### src/rtl/mod_counter.sv
// Up/down modulo counter with runtime limit, parallel load and direction control.
// Boundary behaviour is selectable: WRAP, SATURATE or ONESHOT (stops in DONE).
// Emits a one-cycle terminal-count pulse per boundary step and a sticky overflow flag.
module mod_counter #(
    parameter int              WIDTH       = 8,
    parameter logic [WIDTH-1:0] RESET_VALUE = '0
) (
    input  logic             clk,
    input  logic             reset_n,
    input  logic             clear,
    input  logic             enable,
    input  logic             up_dn,
    input  logic             load,
    input  logic [WIDTH-1:0] load_value,
    input  logic [WIDTH-1:0] limit,
    input  logic [1:0]       mode,
    input  logic             ovf_clr,
    output logic [WIDTH-1:0] count,
    output logic             tc,
    output logic             overflow,
    output logic             done
);

    localparam logic [WIDTH-1:0] ONE = {{(WIDTH-1){1'b0}}, 1'b1};

    localparam logic [1:0] MODE_SATURATE = 2'd1;
    localparam logic [1:0] MODE_ONESHOT  = 2'd2;

    typedef enum logic {
        ST_RUN  = 1'b0,
        ST_DONE = 1'b1
    } state_t;

    state_t           state;
    logic             boundary;
    logic             holds_at_boundary;
    logic [WIDTH-1:0] step_value;

    // Value after one enabled step. A count loaded above the limit counts as
    // being at the top, so an up step from there is a boundary step.
    function automatic logic [WIDTH-1:0] next_count(
        input logic [WIDTH-1:0] cur,
        input logic [WIDTH-1:0] lim,
        input logic             up,
        input logic             at_boundary,
        input logic             hold
    );
        logic [WIDTH-1:0] nxt;
        if (!at_boundary) begin
            nxt = up ? (cur + ONE) : (cur - ONE);
        end else if (hold) begin
            nxt = cur;
        end else begin
            nxt = up ? '0 : lim;
        end
        return nxt;
    endfunction

    // Classify the current step against the limit sampled this cycle.
    always_comb begin
        boundary          = up_dn ? (count >= limit) : (count == '0);
        holds_at_boundary = (mode == MODE_SATURATE) || (mode == MODE_ONESHOT);
        step_value        = next_count(count, limit, up_dn, boundary, holds_at_boundary);
    end

    // Counter, terminal-count pulse, sticky overflow and RUN/DONE state.
    always_ff @(posedge clk or negedge reset_n) begin
        if (!reset_n) begin
            count    <= RESET_VALUE;
            tc       <= 1'b0;
            overflow <= 1'b0;
            state    <= ST_RUN;
        end else begin
            tc <= 1'b0;
            if (clear) begin
                count    <= RESET_VALUE;
                overflow <= 1'b0;
                state    <= ST_RUN;
            end else if (load) begin
                count <= load_value;
                state <= ST_RUN;
                if (ovf_clr) begin
                    overflow <= 1'b0;
                end
            end else if (enable && (state == ST_RUN)) begin
                count <= step_value;
                if (boundary) begin
                    // A boundary step sets overflow even if ovf_clr is high.
                    tc       <= 1'b1;
                    overflow <= 1'b1;
                    if (mode == MODE_ONESHOT) begin
                        state <= ST_DONE;
                    end
                end else if (ovf_clr) begin
                    overflow <= 1'b0;
                end
            end else if (ovf_clr) begin
                overflow <= 1'b0;
            end
        end
    end

    assign done = (state == ST_DONE);

endmodule

### config.mk
export PLATFORM = sky130hd
export DESIGN_NAME = mod_counter
export DESIGN_NICKNAME = d
export VERILOG_FILES = /design/src/rtl/mod_counter.sv
export SDC_FILE = /design/constraint.sdc
export NUM_CORES = 1
export LEC_CHECK = 0
export BUFFER_PORTS_ARGS = -buffer_cell sky130_fd_sc_hd__clkbuf_2
export CAP_MARGIN = 10
export CORE_AREA = 2 2 55 57
export CTS_CLUSTER_DIAMETER = 120
export DETAILED_ROUTE_END_ITERATION = 8
export DIE_AREA = 0 0 57 59
export PLACE_DENSITY = 0.71
export SLEW_MARGIN = 20
export SYNTH_ARGS = -nofsm -noshare
export SYNTH_HDL_FRONTEND = slang
export SYNTH_SLANG_ARGS = --single-unit
### constraint.sdc
create_clock -name clk -period 2.1 [get_ports clk]
set_clock_uncertainty 0.2 [all_clocks]
set_input_delay 0.315 -clock clk [delete_from_list [all_inputs] [get_ports clk]]
set_output_delay 0.315 -clock clk [all_outputs]
set_load 0.1 [all_outputs]
==> metrics <==
outcome=finished, violations left; failing checks=setup timing; drt total wl=4.385 mm; first-pass GRT wire length=7.452 mm; via count=about 1500; Power Total=1.447 mW; CTS tree=done; Rows=19; gpl congestion=a little over 0.9; Worst Path Class, Setup=reg2reg; share of power burned in registers=0.197; fin. max-slew vios=0; GRT Overall Usage=0.2883; pre-CTS setup slack=-293.7 ps; initial DRC count=~120; Detail Route Antenna Nets=0; Startpoint Class=register; maximum vdd drop=between 0.0004 and 0.0005 V; final worst setup slack=-210.8 ps; Max clock buf depth=2; endpoints failing setup=11; number of synthesized flops with an enable pin=0; register area share after synthesis=0.2229; area grow syn2layout=68.79%; f_max=432.7 MHz; Synth Warn #=0; Synthesized Nets=180; crit-path cells=or4_4, buf_4, nor3_2, buf_4, a21oi_1, o211ai_1, o221a_2; Req. time, crit path=2130 ps; share of layout cells above drive strength 1=0.5833; CTS Root Cell=clkbuf_4; Adder-Cell Fraction of Synth Area=0.1682; Initial Utilization=0.4557; Worst Max-Slew Pin Slew=547.2 ps; Async SR Flop Fraction=1.000; Via density=5.846; n_diodes=0; Clock power frac=0.109; CTS Buf Count=3; Port Buffers=35; width of the chip=57 µm; antenna violations before repair=0; synthesized area per cell=8.884 µm²; mux share of post-synthesis cell area=0.008105; Max Cap Viol=0; CP Capture Type=register; Switching Fraction=0.4733; WP data arrival=about 2300 ps; Fillers=184; RSZ-0062 raised after global routing=yes; nets@finish=270; Compound-Gate Fraction of Synth Area=0.3617; pwr/cell area=694.1 nW/µm²; Cells after Synth=around 140; worst skew pair latency=290 ps; peak per-stage delay on the critical path=570 ps; Top FF cell, synth=dfrtp_1; XOR/XNOR share of the synthesized area=0.02128; crit path time final=roughly 2300 ps; Final Non-Filler Cells=~260; period utilisation layout=1.100; worst rel slew slack=0.6367; vias in the first global route=between 1500 and 2000; post-synthesis register bit count=11; cell mode on critical path=buf_4; internal power=between 700 and 800 µW; Die Footprint=3363 µm²; main combinational cell family by area after synthesis=compound AO/OA/AOI/OAI gates; Ports=36; TNS Setup=-1607 ps; largest net degree at the start of global routing=20; clock sink count=11; Crit Path Max Fanout=6; placed instance count=245; final hold viol count=0; Simple-Gate Fraction of Synth Area=0.1540; H-tree depth=1; Detailed Routing Iterations Pass 1=4; post-synthesis cell type count=43; Sw Pwr=684.7 µW; Post-DP Area=about 1800 µm²; share of total power in combinational logic=0.694; Design Area, Final=approximately 2100 µm²; clock slew at reported path FFs=80 ps; Die Ht=59 µm; Post-Synthesis Cell Area=1235 µm²; grt ovf=0; DP Wirelength=roughly 3.2 mm; core area=2710 µm²; wire length per cell=16.93 µm; slowest CP cell=or4_4; Min-Delay Path Class=in2reg; residual DRC count=0; leakage power total=0.9979 nW
[final cells by class]
class | count | area, µm² | share of cell area
Clock buffer | 4 | 26.28 | 0.01261
Inverter | 15 | 58.81 | 0.02821
Multi-Input combinational cell | 109 | 1069 | 0.5126
Sequential cell | 11 | 297.8 | 0.1429
Tap cell | 31 | 38.79 | 0.01861
Timing Repair Buffer | 89 | 594.3 | 0.2851
[per-stage QoR]
stage,hold slack (ps),util
after global placement,8.909,0.6611
after CTS,34.44,0.7461
after global routing,76.00,0.7692
final,55.24,0.7692
after floorplan,-180.6,-
after detailed placement,12.72,0.6611
[cell usage after synthesis (2+ instances only)]
cell type / n / share of area
a211oi_1: 2 / 0.012
a21oi_1: 8 / 0.032
a32o_1: 5 / 0.041
clkbuf_1: 2 / 0.0061
dfrtp_1: 11 / 0.22
ha_1: 15 / 0.15
inv_1: 15 / 0.046
nand2_1: 3 / 0.0091
nand2b_1: 7 / 0.035
nor2_1: 5 / 0.015
nor2b_1: 2 / 0.010
nor3b_1: 3 / 0.018
nor4_1: 4 / 0.020
o2111ai_1: 3 / 0.021
o211a_1: 2 / 0.016
o211ai_1: 3 / 0.018
o21a_1: 6 / 0.036
o21ai_0: 9 / 0.036
o21ai_2: 2 / 0.014
o221a_2: 2 / 0.018
o22ai_1: 4 / 0.020
o31a_1: 2 / 0.014
or4_4: 2 / 0.018
xor2_1: 3 / 0.021
[layer usage]
| layer | GRT usage | vias up | part of all wire |
|---|---|---|---|
| met1 | 0.3589 | 701 | 0.43 |
| met3 | 0.03712 | 13 | 0.071 |
| li1 | - | 718 | - |
| met2 | 0.4992 | 82 | 0.48 |
| met5 | 0 | - | 0 |
| met4 | 0.1329 | 0 | 0.027 |
[power groups by stage]
stage / registers, mW / logic, mW / clock network, mW
floorplan: 0.468 / 0.349 / 0
global placement: 0.283 / 0.810 / 0
detailed placement: 0.284 / 0.833 / 0
CTS: 0.284 / 0.950 / 0.160
global route: 0.288 / 1.07 / 0.173
finish: 0.285 / 1.00 / 0.157
[kinds of logic after synthesis]
kind of cell / after synthesis
adders and majority gates: 16
xor gates and xnor gates: 3
muxes: 1
DFF: 11
buffers and inverters: 19
AOI/OAI and AO/OA: 58
and+or+nand+nor: 31
[worst paths after layout]
check | start | to | slack (ps) | cells past startpoint
setup reg to reg | count[4]$_DFFE_PN0P_ | count[7]$_DFFE_PN0P_ | -210 | 7
setup / recovery | count[4]$_DFFE_PN0P_ | count[7]$_DFFE_PN0P_ | -210 | 7
hold reg to reg | done$_DFFE_PN0P_ | done$_DFFE_PN0P_ | 310 | 1
max in group asynchronous | reset_n | count[1]$_DFFE_PN0P_ | 1200 | 2
min in group asynchronous | reset_n | count[0]$_DFFE_PN0P_ | 240 | 2
hold / removal | clear | overflow$_DFF_PN0_ | 60 | 2
[sequential cells by signal, summed over array words and instances (netlist names)]
name	flops
overflow	1
tc	1
count	8
done	1
[critical path: cells and delay by family (launching register included)]
family,cells,cell delay [ps]
AO/OA/AOI/OAI,3,420
flip-flops,1,490
buffers and inverters,2,370
AND/OR/NAND/NOR,2,760
[timing repair]
action,4_1_cts,5_1_grt
hold buffers,1,0
resized for setup,23,9
hold endpoints to repair,11,0
buffers inserted,11,2
setup endpoints to repair,11,11
pin swaps,28,11
[placed cells by master (no fill, tap or decap), drive strengths merged, types with 2 or more instances in the layout]
master	instances
nor2b	2
o21ai	11
o2111ai	3
nor2	5
nor3	2
nand2b	7
buf	53
inv	15
o211a	3
nand2	3
or4	2
o211ai	4
dfrtp	11
a21oi	8
a211oi	2
o22ai	4
nor4	4
o31a	2
xor2	3
nor3b	3
o221a	2
ha	15
a32o	5
o21a	6
clkbuf	39
(Power assumes the default switching activity.)
